[config.mk]
export PLATFORM = sky130hd
export DESIGN_NAME = mem_arb
export DESIGN_NICKNAME = d
export VERILOG_FILES = /design/src/rtl/mem_arb.sv
export SDC_FILE = /design/constraint.sdc
export NUM_CORES = 1
export LEC_CHECK = 0
export CORE_AREA = 2 2 51 53
export CTS_CLUSTER_SIZE = 16
export DETAILED_ROUTE_END_ITERATION = 8
export DIE_AREA = 0 0 53 55
export DONT_BUFFER_PORTS = 1
export SYNTH_ARGS = -nofsm -noshare
export SYNTH_HDL_FRONTEND = slang
export SYNTH_SLANG_ARGS = --single-unit
[constraint.sdc]
create_clock -name clk -period 3.2 [get_ports clk]
set_input_delay 0.16 -clock clk [delete_from_list [all_inputs] [get_ports clk]]
set_output_delay 0.16 -clock clk [all_outputs]
set_load 0.05 [all_outputs]
[src/rtl/mem_arb.sv]
// mem_arb -- two-port arbiter in front of a single synchronous memory.
//
// Port 0 (processor) and port 1 (loader/debug) compete for one shared memory
// port. Ties alternate between the ports, except that the current owner may
// keep the memory for back-to-back beats by holding its lock, up to HOLD_MAX
// consecutive beats while the other port waits.
//
// Ports
//   clk, reset              clock, asynchronous active-low reset
//   req*/we*/lock*          per-port request, write enable, hold request
//   addr*/wdata*            per-port word address and write data
//   gnt*                    combinational grant (beat = req & gnt)
//   rvalid*/rdata*          read data valid one cycle after a granted read
//   mem_addr/wdata/we       shared memory request (zero when no grant)
//   mem_rdata               synchronous memory read data
//   owner                   registered arbiter state (00 idle, 01/10 owner)

module mem_arb #(
   parameter int HOLD_MAX = 4
) (
   input  logic        clk,
   input  logic        reset,
   input  logic        req0,
   input  logic        req1,
   input  logic        we0,
   input  logic        we1,
   input  logic        lock0,
   input  logic        lock1,
   input  logic [6:0]  addr0,
   input  logic [6:0]  addr1,
   input  logic [15:0] wdata0,
   input  logic [15:0] wdata1,
   output logic        gnt0,
   output logic        gnt1,
   output logic        rvalid0,
   output logic        rvalid1,
   output logic [15:0] rdata0,
   output logic [15:0] rdata1,
   output logic [6:0]  mem_addr,
   output logic [15:0] mem_wdata,
   output logic        mem_we,
   input  logic [15:0] mem_rdata,
   output logic [1:0]  owner
);

   localparam logic [2:0] HOLD_LIM = 3'(HOLD_MAX);

   typedef enum logic [1:0] {
      IDLE = 2'b00,
      OWN0 = 2'b01,
      OWN1 = 2'b10
   } state_t;

   state_t     state;
   logic       last;   // last granted port
   logic [2:0] cnt;    // consecutive beats won by 'last'

   logic any_req;
   logic lock_last;
   logic hold;
   logic win;          // winning port, meaningful only when any_req

   // Arbitration
   always_comb begin
      any_req   = req0 | req1;
      lock_last = last ? lock1 : lock0;
      // The owner keeps the memory on a tie only while it is locking and
      // has not yet used up its hold budget.
      hold      = lock_last && (state != IDLE) && (cnt < HOLD_LIM);
      if (req0 && !req1)
         win = 1'b0;
      else if (req1 && !req0)
         win = 1'b1;
      else
         win = hold ? last : ~last;
   end

   // Grants are suppressed during reset so nothing reaches the memory.
   assign gnt0 = reset & any_req & ~win;
   assign gnt1 = reset & any_req &  win;

   // Shared memory port mux
   always_comb begin
      mem_addr  = 7'd0;
      mem_wdata = 16'd0;
      mem_we    = 1'b0;
      if (gnt0) begin
         mem_addr  = addr0;
         mem_wdata = wdata0;
         mem_we    = we0;
      end else if (gnt1) begin
         mem_addr  = addr1;
         mem_wdata = wdata1;
         mem_we    = we1;
      end
   end

   // State, hold counter and read-valid pipeline
   always_ff @(posedge clk or negedge reset) begin
      if (!reset) begin
         state   <= IDLE;
         last    <= 1'b1;   // so port 0 wins the first tie
         cnt     <= 3'd0;
         rvalid0 <= 1'b0;
         rvalid1 <= 1'b0;
      end else begin
         rvalid0 <= gnt0 & ~we0;
         rvalid1 <= gnt1 & ~we1;
         if (any_req) begin
            last  <= win;
            state <= win ? OWN1 : OWN0;
            if ((win == last) && (state != IDLE))
               cnt <= (cnt == 3'd7) ? 3'd7 : cnt + 3'd1;
            else
               cnt <= 3'd1;
         end else begin
            state <= IDLE;
            cnt   <= 3'd0;
         end
      end
   end

   assign owner  = state;
   assign rdata0 = mem_rdata;
   assign rdata1 = mem_rdata;

endmodule

==> metrics.md <==
| Metric | Value |
|---|---|
| Power, Total | 0.000454 W |
| # nets final | 171 |
| Area growth syn-to-layout | -1.86% |
| Delay-heaviest family, CP | simple AND/OR/NAND/NOR gates |
| WL/cell | 20.0 um |
| Mapped Cells | 105 |
| Vias | 757 |
| DRT iter0 DRCs | 13 |
| IO buf count | 0 |
| Core area | 0.00236 sq mm |
| Busiest grt layer | met2 |
| WP data arrival | 2600 ps |
| Slew Limit Fails | 0 |
| Hold WC Path Type | input pin to flop |
| Met3 Resource Use GR | 9.41% |
| Global-route wire length before repair | 3260 um |
| Worst path bufs/invs | 1 |
| Largest net degree at the start of global routing | 27 |
| Most used DFF post-synth | dfrtp_1 |
| Final WS setup | 440 ps |
| Synth Area per Inst | 8.97 sq um |
| PostCTS Resize Cnt | 0 |
| Max-cap violations | 0 |
| Mapped Nets | 176 |
| Vias in the first global route | 641 |
| Reg-to-reg critical path endpoint | rvalid1 |
| Commonest non-fill, non-tap cell in the layout | buf_4 |
| EDFF count, synth | 0 |
| Die area | 0.00292 sq mm |
| Setup Fix Bufs, Post-CTS | 0 |
| Grt ovf | 0 |
| CP Depth | 5 |
| Io pins | 132 |
| Worst R2R Start | owner[1] |
| Fin crit period | 2760 ps |
| Via-to-Cell Ratio | 5.87 |
| Critical Path Fanout Max | 26 |
| Hold EP | owner[1] |
| ANT nets after route | 0 |
| CP Class | flop to output pin |
| Run status | finished, final reports clean |
| Unrepaired setup endpoints after global routing | no |
| Synth async-reset ratio | 100% |
| Total track usage | 16.1% |
| Worst EP required | 3040 ps |
| Inserted Clock Buffers | 3 |
| Seq cells post-synth | 8 |
| Yosys Warn Count | 0 |
| DRC Markers | 0 |
| First-pass DRT Iterations | 6 |
| Crit path largest cell delay | 820 ps |
| Slowest CP cell | and4b_1 |
| Clock sink total | 8 |
| Worst vdd ir | 0.000188 V |
| Worst Hold Path Cells | 1 |
| Die Wd | 53 um |
| Worst Reg2Reg Path Length in Cells | 4 |
| Cell variety after synth | 28 |
| Worst-path cell chain | o21ba_4 -> a21oi_2 -> and4b_1 -> a22o_1 -> buf_4 |
| CTS tree | yes |
| GR Util met1 | 16.4% |
| Worst-skew pair later-pin latency | 250 ps |
| Met2 Use GR | 27.3% |
| CTS root buf | clkbuf_4 |
| Most frequent cells in the layout | buf_4, a22o_1, dfrtp_1 |
| Hold Crit Start | req1 |
| Setup violators final | 0 |
| Fmax | 362 MHz |
| Number of inserted diodes | 0 |
| Hold Vio Cnt, Final | 0 |
| Initial Utilization | 39.8% |
| Placement Rows | 18 |
| Final setup TNS | 0 ps |
| Fraction of layout cells with a size suffix above 1 | 34.3% |
| Final period utilization | 86.2% |
| Die Y | 55 um |
| Slew HR | 42.6% |
| Pwr dens | 490 mW/mm^2 |
| CP endpoint kind | output pin |
| Worst setup SP type | flop |
| Gp weighted congestion | 0.700 |
| Total Routed Length | 2580 um |
| CTS HTree Levels | 1 |
| CTS hold repair buffers | 3 |
| DP Wirelength | 2130 um |
| Final Skew | 7.78 ps |
| Reg2reg setup slack | 1050 ps |
| Clk slew on worst S/H paths | 60 ps |
| Share of the yosys chip area belonging to registers | 21.4% |
| Pre-CTS WS | 664 ps |
| Static leakage | 0.433 nW |
| Antenna violations before repair | 0 |
| Post-Syn Area | 942 sq um |
| Clock Path Buffers | 2 |
| Worst Max-Slew Pin Slew | 860 ps |
kinds of logic after synthesis:
group | Yosys count | share of synthesized area (%)
buffers and inverters | 40 | 32.9
AOI/OAI and AO/OA | 37 | 32.9
and+or+nand+nor | 19 | 11.4
DFF | 8 | 21.4
adders and majority gates | 1 | 1.33
Yosys cell counts, drive strengths merged, types with 2 or more instances:
master	count	area (sq um)
a21oi	5	28.8
a22o	24	210
buf	39	307
dfrtp	7	175
nand2	4	15.0
nor2	4	15.0
nor2b	3	18.8
o21ai	2	10.0
state kept, by name, summed over array words and instances (netlist names):
register and flops:
cnt 3, last 1, owner 2, rvalid0 1, rvalid1 1
stage by stage:
stage	instance area (sq um)	hold slack, ps	utilization (%)	cells
finish	925	53.6	39.1	129
global route	925	36.3	39.1	129
CTS	925	45.6	39.1	129
detailed placement	868	-135	36.7	122
global placement	868	-135	36.7	122
floorplan	942	-136	-	105
worst reg2reg max path, stage by stage, from the launching register on:
cell and delay (ps):
dfrtp_1 670, o21ba_4 270, and2_4 160, o2111a_1 760, nor2b_1 220
power breakdown:
group / internal [W] / switching, W / total (W)
combinational: 0.0000797 / 0.000153 / 0.000233
sequential: 0.000114 / 0.0000245 / 0.000138
clock: 0.0000477 / 0.0000344 / 0.0000821
layer usage:
metal / routed length, um / part of all wire, %
met2: 1390 / 54
met3: 298 / 12
met1: 865 / 34
met4: 22 / 0.85
met5: 0 / 0
final cells by class:
class | count | area, sq um
flip-flops and latches | 8 | 201
multi-input cells | 57 | 430
fillers | 248 | 1440
clock buffers | 4 | 26.3
well taps | 30 | 37.5
inverters | 1 | 3.75
repair buffers | 29 | 225
worst max path at each step:
stage,startpoint,endpoint
finish,owner[1],mem_wdata[2]
global route,owner[1],mem_wdata[2]
CTS,owner[1],mem_wdata[2]
detailed placement,owner[1],mem_wdata[2]
global placement,owner[1],mem_wdata[2]
floorplan,owner[1],mem_addr[0]
No activity file was read; power rests on OpenSTA's default activity.
